`src/rtl/alu_arbiter_pkg.sv`:
```
// Shared definitions for the two-requester ALU arbiter: opcodes, flag
// bit positions and the ownership FSM encoding.
package alu_arbiter_pkg;

  localparam int ALU_NREQ = 2;
  localparam int ALU_W    = 16;

  localparam logic [3:0] OP_ADD = 4'b0000;
  localparam logic [3:0] OP_SUB = 4'b0001;
  localparam logic [3:0] OP_AND = 4'b0010;
  localparam logic [3:0] OP_OR  = 4'b0011;
  localparam logic [3:0] OP_XOR = 4'b0100;
  localparam logic [3:0] OP_CMP = 4'b0101;

  localparam int FLAG_N = 3;
  localparam int FLAG_Z = 2;
  localparam int FLAG_C = 1;
  localparam int FLAG_V = 0;

  typedef enum logic [1:0] {
    ST_ARB  = 2'd0,
    ST_OWN0 = 2'd1,
    ST_OWN1 = 2'd2
  } arb_state_e;

  function automatic logic [3:0] pack_flags(input logic n, input logic z,
                                            input logic c, input logic v);
    logic [3:0] f;
    f         = 4'b0000;
    f[FLAG_N] = n;
    f[FLAG_Z] = z;
    f[FLAG_C] = c;
    f[FLAG_V] = v;
    return f;
  endfunction

endpackage

```
`src/rtl/alu_arbiter_alu.sv`:
```
// Combinational ALU datapath shared by both requesters; arithmetic ops
// are evaluated 17 bits wide so the carry falls out of bit 16.
module alu_arbiter_alu
  import alu_arbiter_pkg::*;
#(
  parameter int W = ALU_W
) (
  input  logic [3:0]   ctl_i,
  input  logic [W-1:0] a_i,
  input  logic [W-1:0] b_i,
  output logic [W-1:0] res_o,
  output logic [3:0]   cond_o
);

  logic [W:0] wide_s;
  logic       ovf_s;

  // Opcode decode; logic and pass ops keep bit W clear so carry reads 0.
  always_comb begin
    wide_s = {1'b0, b_i};
    ovf_s  = 1'b0;
    case (ctl_i)
      OP_ADD: begin
        wide_s = {1'b0, a_i} + {1'b0, b_i};
        ovf_s  = (a_i[W-1] == b_i[W-1]) && (wide_s[W-1] != a_i[W-1]);
      end
      OP_SUB, OP_CMP: begin
        wide_s = {1'b0, a_i} - {1'b0, b_i};
        ovf_s  = (a_i[W-1] != b_i[W-1]) && (wide_s[W-1] != a_i[W-1]);
      end
      OP_AND:  wide_s = {1'b0, a_i & b_i};
      OP_OR:   wide_s = {1'b0, a_i | b_i};
      OP_XOR:  wide_s = {1'b0, a_i ^ b_i};
      default: wide_s = {1'b0, b_i};
    endcase
  end

  assign res_o  = wide_s[W-1:0];
  assign cond_o = pack_flags(wide_s[W-1], (wide_s[W-1:0] == {W{1'b0}}),
                             wide_s[W], ovf_s);

endmodule

```
`src/rtl/alu_arbiter.sv`:
```
// Two-requester arbiter in front of a single ALU with a one-deep response
// register; round-robin arbitration with optional per-requester lock.
module alu_arbiter
  import alu_arbiter_pkg::*;
#(
  parameter int N_REQ = ALU_NREQ,
  parameter int W     = ALU_W
) (
  input  logic             clk,
  input  logic             rst,
  input  logic [N_REQ-1:0] req_valid,
  output logic [N_REQ-1:0] req_ready,
  input  logic [N_REQ-1:0] req_lock,
  input  logic [3:0]       req0_ctl,
  input  logic [3:0]       req1_ctl,
  input  logic [W-1:0]     req0_a,
  input  logic [W-1:0]     req0_b,
  input  logic [W-1:0]     req1_a,
  input  logic [W-1:0]     req1_b,
  output logic             rsp_valid,
  input  logic             rsp_ready,
  output logic             rsp_id,
  output logic [W-1:0]     rsp_data,
  output logic [3:0]       rsp_cond,
  output logic [3:0]       flags0,
  output logic [3:0]       flags1
);

  arb_state_e state_q, state_d;
  logic       last_q, last_d;
  logic       rsp_valid_q, rsp_valid_d;
  logic       rsp_id_q, rsp_id_d;
  logic [W-1:0] rsp_data_q, rsp_data_d;
  logic [3:0] rsp_cond_q, rsp_cond_d;
  logic [3:0] flags0_q, flags0_d;
  logic [3:0] flags1_q, flags1_d;

  logic       can_issue_s;
  logic [1:0] grant_s;
  logic       xfer_s;
  logic       xfer_idx_s;
  logic [3:0] alu_ctl_s;
  logic [W-1:0] alu_a_s, alu_b_s, alu_res_s;
  logic [3:0] alu_cond_s;

  assign can_issue_s = ~rsp_valid_q | rsp_ready;

  // Grant selection; a grant is only raised toward a valid requester, so
  // grant doubles as the transfer vector.
  always_comb begin
    grant_s = 2'b00;
    if (rst || !can_issue_s) begin
      grant_s = 2'b00;
    end else begin
      case (state_q)
        ST_ARB: begin
          if (req_valid[0] && req_valid[1]) begin
            grant_s = last_q ? 2'b01 : 2'b10;
          end else begin
            grant_s = req_valid[1:0];
          end
        end
        ST_OWN0: grant_s = {1'b0, req_valid[0]};
        ST_OWN1: grant_s = {req_valid[1], 1'b0};
        default: grant_s = 2'b00;
      endcase
    end
  end

  assign req_ready  = grant_s;
  assign xfer_s     = |grant_s;
  assign xfer_idx_s = grant_s[1];

  assign alu_ctl_s = xfer_idx_s ? req1_ctl : req0_ctl;
  assign alu_a_s   = xfer_idx_s ? req1_a   : req0_a;
  assign alu_b_s   = xfer_idx_s ? req1_b   : req0_b;

  alu_arbiter_alu #(.W(W)) u_alu (
    .ctl_i  (alu_ctl_s),
    .a_i    (alu_a_s),
    .b_i    (alu_b_s),
    .res_o  (alu_res_s),
    .cond_o (alu_cond_s)
  );

  // Ownership FSM and round-robin pointer next state.
  always_comb begin
    state_d = state_q;
    last_d  = last_q;
    if (xfer_s) begin
      last_d = xfer_idx_s;
    end else begin
      last_d = last_q;
    end
    case (state_q)
      ST_ARB: begin
        if (xfer_s && req_lock[xfer_idx_s]) begin
          state_d = xfer_idx_s ? ST_OWN1 : ST_OWN0;
        end else begin
          state_d = ST_ARB;
        end
      end
      // Lock held: stay whether or not a transfer happens this cycle.
      ST_OWN0: state_d = req_lock[0] ? ST_OWN0 : ST_ARB;
      ST_OWN1: state_d = req_lock[1] ? ST_OWN1 : ST_ARB;
      default: state_d = ST_ARB;
    endcase
  end

  // Response register and per-requester delivered-flag registers.
  always_comb begin
    rsp_valid_d = rsp_valid_q;
    rsp_id_d    = rsp_id_q;
    rsp_data_d  = rsp_data_q;
    rsp_cond_d  = rsp_cond_q;
    flags0_d    = flags0_q;
    flags1_d    = flags1_q;
    if (xfer_s) begin
      rsp_valid_d = 1'b1;
      rsp_id_d    = xfer_idx_s;
      rsp_data_d  = alu_res_s;
      rsp_cond_d  = alu_cond_s;
    end else if (rsp_ready) begin
      rsp_valid_d = 1'b0;
    end else begin
      rsp_valid_d = rsp_valid_q;
    end
    if (rsp_valid_q && rsp_ready) begin
      if (rsp_id_q) begin
        flags1_d = rsp_cond_q;
      end else begin
        flags0_d = rsp_cond_q;
      end
    end else begin
      flags0_d = flags0_q;
    end
  end

  // State registers with synchronous reset.
  always_ff @(posedge clk) begin
    if (rst) begin
      state_q     <= ST_ARB;
      last_q      <= 1'b1;
      rsp_valid_q <= 1'b0;
      rsp_id_q    <= 1'b0;
      rsp_data_q  <= {W{1'b0}};
      rsp_cond_q  <= 4'b0000;
      flags0_q    <= 4'b0000;
      flags1_q    <= 4'b0000;
    end else begin
      state_q     <= state_d;
      last_q      <= last_d;
      rsp_valid_q <= rsp_valid_d;
      rsp_id_q    <= rsp_id_d;
      rsp_data_q  <= rsp_data_d;
      rsp_cond_q  <= rsp_cond_d;
      flags0_q    <= flags0_d;
      flags1_q    <= flags1_d;
    end
  end

  assign rsp_valid = rsp_valid_q;
  assign rsp_id    = rsp_id_q;
  assign rsp_data  = rsp_data_q;
  assign rsp_cond  = rsp_cond_q;
  assign flags0    = flags0_q;
  assign flags1    = flags1_q;

endmodule

```
`config.mk`:
```
export PLATFORM = sky130hd
export DESIGN_NAME = alu_arbiter
export DESIGN_NICKNAME = d
export VERILOG_FILES = /design/src/rtl/alu_arbiter_pkg.sv /design/src/rtl/alu_arbiter_alu.sv /design/src/rtl/alu_arbiter.sv
export SDC_FILE = /design/constraint.sdc
export NUM_CORES = 1
export LEC_CHECK = 0
export ABC_CLOCK_PERIOD_IN_PS = 6100
export CAP_MARGIN = 20
export CELL_PAD_IN_SITES_DETAIL_PLACEMENT = 1
export CELL_PAD_IN_SITES_GLOBAL_PLACEMENT = 1
export CORE_MARGIN = 2
export CORE_UTILIZATION = 36
export DETAILED_ROUTE_END_ITERATION = 10
export PLACE_DENSITY = 0.82
export SLEW_MARGIN = 20
export SYNTH_ARGS = -nofsm -noshare
export SYNTH_HDL_FRONTEND = slang
export SYNTH_SLANG_ARGS = --single-unit
```
`constraint.sdc`:
```
create_clock -name clk -period 6.1 [get_ports clk]
set_input_delay 0.915 -clock clk [delete_from_list [all_inputs] [get_ports clk]]
set_output_delay 0.915 -clock clk [all_outputs]
set_load 0.01 [all_outputs]
```
Word-level counts from Yosys, hierarchy flattened
Index checks and enable logic that the tools add are counted.
{ "totals": {"regBits": 33, "input_bits": 79, "output_inout_bits": 32, "elab_cells": 61} }
{ "classes": {"addsub": 2, "n_lt_le_gt_ge": 1, "eq_ne": 11, "n_mux": 18, "bitwise_logic": 6, "n_reduce_logical": 15} }
{ "op_table": {"columns": ["op", "count"], "rows": [
  ["17-bit one-hot mux with 5 select lines", 1],
  ["16-bit two-way mux", 2],
  ["16-bit by 16-bit adder with 17-bit output", 1],
  ["16-bit by 16-bit subtractor with 17-bit output", 1],
  ["16-bit bitwise AND", 1],
  ["16-bit zero test", 1],
  ["16-bit OR", 1],
  ["16-bit bitwise XOR", 1],
  ["2-bit two-way mux", 6],
  ["2-bit one-hot mux with 3 select lines", 2],
  ["4-bit by 2-bit equality test with 1-bit output, second input constant", 2],
  ["4-bit by 3-bit equality test with 1-bit output, second input constant", 2],
  ["1-bit logical AND", 5],
  ["1-bit two-way mux", 5],
  ["4-bit by 1-bit equality test with 1-bit output, second input constant", 1],
  ["4-bit zero test", 1],
  ["4-bit two-way mux", 1],
  ["2-bit AND reduction", 2],
  ["2-bit OR reduction", 2],
  ["1-bit != test", 3],
  ["2-bit by 1-bit equality test with 1-bit output, second input constant", 1],
  ["2-bit equality test, second input constant", 1],
  ["2-bit zero test", 1],
  ["1-bit by 2-bit < comparator with 1-bit output, second input constant", 1],
  ["other kinds (7)", 8]
]} }

Depth between registers and ports, before layout
{ "logic_depth": {"depth_word": 10, "depth_mapped": 23, "ltp_nobuf": 19} }

Modules after synthesis
Synthesis repeated with hierarchy kept, for this count alone.
{ "hier_totals": {"cells_unflattened": 633, "area_unflattened_um2": 4895.9} }
{ "modules_own_cells": {"columns": ["module", "n_inst", "cells_each", "area_each_um2", "seq_area_each_um2"], "rows": [
  ["alu_arbiter_alu", 1, 455, 3022.9, 0.0],
  ["alu_arbiter", 1, 178, 1873.0, 660.6]
]} }

Least setup slack after synthesis
No wires, ideal clock.
{ "synth_timing": {"path_kind": "in2reg", "start": "input rst", "end": "register rsp_cond_q[2] (netlist: rsp_cond[2])", "setup_time_ns": 0.069, "arrival_ns": 5.289, "t_required_ns": 6.031, "slack_ns": 0.742, "path_stages": 20, "path_buffers": 5, "cell_sequence": "buf_6 -> nor3b_4 -> nand3_2 -> inv_2 -> buf_2 -> clkbuf_1 -> buf_1 -> nand2_1 -> nand2_1 -> ha_1 -> buf_2 -> or3_1 -> nor2_1 -> nor4b_2 -> a21oi_1 -> a221o_1 -> a221oi_1 -> o221ai_1 -> or4b_1 -> o21ai_1"} }
{ "synth_between": {"elab_chain_cells": 7, "elab_cells_between_ends": 20, "cone_classes": "add/sub: 2; eq/ne: 5; mux: 5; bitwise: 3; reduce/logical: 5"} }
{ "synth_lines": {"columns": ["element", "line", "rtl"], "rows": [
  ["from (decl)", "alu_arbiter.sv:10", "input logic rst,"],
  ["1-bit logical OR *", "alu_arbiter.sv:52", "if (rst || !can_issue_s) begin"],
  ["2-bit two-way mux *", "alu_arbiter.sv:52", null],
  ["net req_ready[1]", "alu_arbiter.sv:12", "output logic [N_REQ-1:0] req_ready,"],
  ["parallel branches: the longest is 5 deep, another holds 16-bit by 16-bit subtractor with 17-bit output", null, null],
  ["to (signal assigned)", "alu_arbiter.sv:156", "rsp_cond_q <= rsp_cond_d;"],
  ["to (decl)", "alu_arbiter.sv:34", "logic [3:0] rsp_cond_q, rsp_cond_d;"]
]} }
Mark *: on every way through the listed nets, which the timed path passes.
A chain may end at the register's enable or synchronous reset.

Final worst setup path
{ "layout_timing": {"start": "input rsp_ready", "end": "register rsp_cond_q[2] (netlist: rsp_cond[2])"} }
{ "layout_between": {"elab_chain_cells": 9, "elab_cells_between_ends": 22, "cone_classes": "add/sub: 2; eq/ne: 5; mux: 5; bitwise: 4; reduce/logical: 6"} }
{ "layout_lines": {"columns": ["element", "line", "rtl"], "rows": [
  ["from (decl)", "alu_arbiter.sv:21", "input logic rsp_ready,"],
  ["1-bit OR *", "alu_arbiter.sv:46", "assign can_issue_s = ~rsp_valid_q | rsp_ready;"],
  ["1-bit zero test *", "alu_arbiter.sv:52", null],
  ["1-bit logical OR *", "alu_arbiter.sv:52", null],
  ["2-bit two-way mux *", "alu_arbiter.sv:52", null],
  ["parallel branches: the longest is 5 deep, another holds 16-bit by 16-bit subtractor with 17-bit output", null, null]
]} }
Every way passes the cells marked *.

==> impl_results.md <==
- Outcome: completed
- Final Hold Fails: 0
- Via count: approximately 5000
- Combinational share of power: 53.2%
- Via-to-Cell Ratio: ~5.8
- ANT nets after route: 0
- Antenna cells: 0
- Area growth syn-to-layout: 31.4%
- Fill cells: around 1500
- Post-route DRC: 0
- Final TNS setup: 0 ns
- Required @ worst endpoint: between 6 and 7 ns
- Vias in the first global route: between 5000 and 6000
- Critical Path AT: 5.81 ns
- GR Overflow Total: 0
- Die Ht: 115 um
- Hold buffer count at CTS: 0
- Commonest non-fill, non-tap cell in the layout: clkdlybuf4s50_1
- Antenna violations before repair: 0
- Maximum vdd ir drop: between 0.1 and 0.15 mV
- Initial DRC count: about 300
- Synth Cell Area: 4420 um2
- Layout Skew: about 0.0026 ns
- RSZ-0062 raised after global routing: no
- Final GP Congestion: approximately 0.95
- Switch Pwr: between 0.4 and 0.5 mW
- IO Count: 111
- Sequential area share after synthesis: between 10 and 15%
- CTS tree: built
- Worst setup margin: a little under 0.5 ns
- Synth Register Bits: 32
- GR Util All Layers: between 20% and 30%
- CP endpoint kind: register
- Tcrit/Tclk final: 91.9%
- Power Dens Cells: 188 nW/um2
- Slew @ Worst Pin: between 0.9 and 1 ns
- Clk_lat worst skew: 0.27 ns
- Total CTS buffers: 5
- Row count: 40
- DRT Wirelength: between 15 and 20 mm
- Yosys warning total: 0
- First-pass GRT wire length: 27.2 mm
- Sequential Power Share: about 22%
- Synth Area per Inst: 7.15 um2
- Post-CTS sizing: 0
- Layout Nets: approximately 850
- R2R depth: 17
- CTS root buf: clkbuf_16
- Most frequent cells in the layout: clkdlybuf4s50_1 (110), nand2_1 (98), nor2_1 (65)
- Initial Util: 36.8%
- Syn Nets: ~750
- DR pass1 iterations: 4
- Worst-case register-to-register setup slack: around 1.3 ns
- Cells after Synth: 618
- Clk sink count: 32
- Post-synthesis cell type count: 74
- CP Launch Type: input pin
- Share of cells above drive strength 1: 6.42%
- P_leak: roughly 2.5 nW
- Pint: ~0.66 mW
- Sw Share: roughly two fifths
- Clock power share: between 20% and 30%
- CP Max Fanout: 10
- HPWL Detailed: 13.5 mm
- Max-slew violations: 0
- Worst hold path class: reg -> reg
- Dpl ws: 0.250 ns
- Post-synth top flop: dfxtp_1
- Slew Limit Headroom: 32.3%
- H-tree depth: 2
- Die width: between 100 and 150 um
- Tmin final: approximately 5.6 ns
- Hold path depth: 2
- Routed length per instance: ~20 um
- Ys async rst share: 0%
- Post-CTS setup buffer count: 0
- Clk pin slew, worst setup/hold paths: 0.05 ns
- Max Fclk: 0.178 GHz
- Clock Path Buffers: 2
- Port Buffers: between 100 and 150
- Pwr Total: around 1.1 mW
- Critical setup path kind: in -> reg
- Core area: approximately 12000 um2
- Setup Viol. Count Final: 0
- Post-synth EDFFs: 0
- Max-cap check violation count: 0
- Largest net degree at the start of global routing: 37
- Die area: about 13000 um2
## power groups by stage
| stage | combinational, mW | clock, mW | sequential [mW] |
|---|---|---|---|
| 4_1_cts | 0.577 | 0.278 | 0.237 |
| 3_3_place_gp | 0.558 | 0 | 0.239 |
| 3_5_place_dp | 0.572 | 0 | 0.241 |
| 2_1_floorplan | 0.355 | 0 | 0.244 |
| 6_report | 0.582 | 0.276 | 0.237 |
| 5_1_grt | 0.637 | 0.290 | 0.239 |
## synthesized netlist by cell type, types with 3 or more instances
master     number  area [um2]
a211o_1         5        43.8
a211oi_1        5        37.5
a21o_1          5        37.5
a21oi_1        41         205
a221oi_1        3        26.3
a22o_1          3        26.3
a311oi_1        4        35.0
a31oi_1         7        43.8
and2_1          4        25.0
buf_2           6        30.0
clkbuf_1       21        78.8
dfxtp_1        32         641
ha_1           54         676
inv_1          43         161
mux2_2         10         113
mux2i_1        26         260
nand2_1        98         368
nand2b_1        5        31.3
nand3_1        10        50.1
nand3b_1        7        52.6
nand4_1         6        37.5
nor2_1         65         244
nor2b_1         6        37.5
nor3_1         16        80.1
nor3b_1         4        30.0
o211ai_1       14         105
o21ai_0        26         130
o21bai_1        6        45.0
o221ai_1        3        26.3
o22ai_1         5        31.3
o2bb2ai_1       4        35.0
o311ai_0        3        26.3
o31a_1          6        52.6
o31ai_1         3        22.5
or2_2           3        18.8
xnor2_1         9        78.8
## metrics by stage
step	hold WS (ns)	cell area [um2]	util (%)	cells
after floorplan	0.476	4420	-	618
after CTS	0.458	5800	48.3	862
after global placement	0.443	5640	46.9	854
after detailed placement	0.453	5640	46.9	854
final	0.462	5810	48.4	863
after global routing	0.489	5810	48.4	863
## worst paths after layout
check / from / endpoint
max reg2reg: state_q[0] / rsp_cond[2]
min: rsp_data[6] / rsp_data[6]
min reg2reg: rsp_data[6] / rsp_data[6]
max: rsp_ready / rsp_cond[2]
## sequential cells by signal (all words and copies together), names as in the netlist
register,flops
rsp_valid,1
rsp_data,16
state_q,2
flags0,4
last_q,1
rsp_cond,3
rsp_id,1
flags1,4
## final cells by class
type,instances,area [um2],share of cell area (%)
inverters,45,169,2.91
well taps,147,184,3.17
clock buffers,6,129,2.22
flip-flops and latches,32,641,11.0
multi-input cells,510,3470,59.7
clock inverters,2,35.0,0.603
repair buffers,121,1180,20.4
## kinds of logic after synthesis
kind of cell,Yosys count,share of synthesized area [%]
compound gates,169,27.0
xor+xnor,11,2.18
fa+ha+maj,54,15.3
buf+inv,76,7.05
flops,32,14.5
mux,37,8.69
simple gates,239,25.3
## worst max-delay path, stage by stage
cell and delay (ns):
clkdlybuf4s50_1 0.53, nand2b_1 0.30, nand3_2 0.13, inv_2 0.22
mux2i_1 0.38, inv_1 0.09, ha_1 0.30, inv_1 0.05
ha_1 0.18, or2_2 0.29, a211oi_1 0.34, o31a_1 0.33
o31a_1 0.24, a221oi_1 0.11, o41ai_1 0.60, nand4b_1 0.14
or4b_1 0.53, o21ai_1 0.12
## layer usage
layer  part of all wire (%)  track usage [%]  vias up
met3                    4.6             2.16       27
met2                     48             45.5      142
li1                       -                -     2399
met4                    2.2             6.51        0
met1                     45             34.3     2459
met5                      0                0        -
Note: power is estimated with default switching activity, not from simulation.
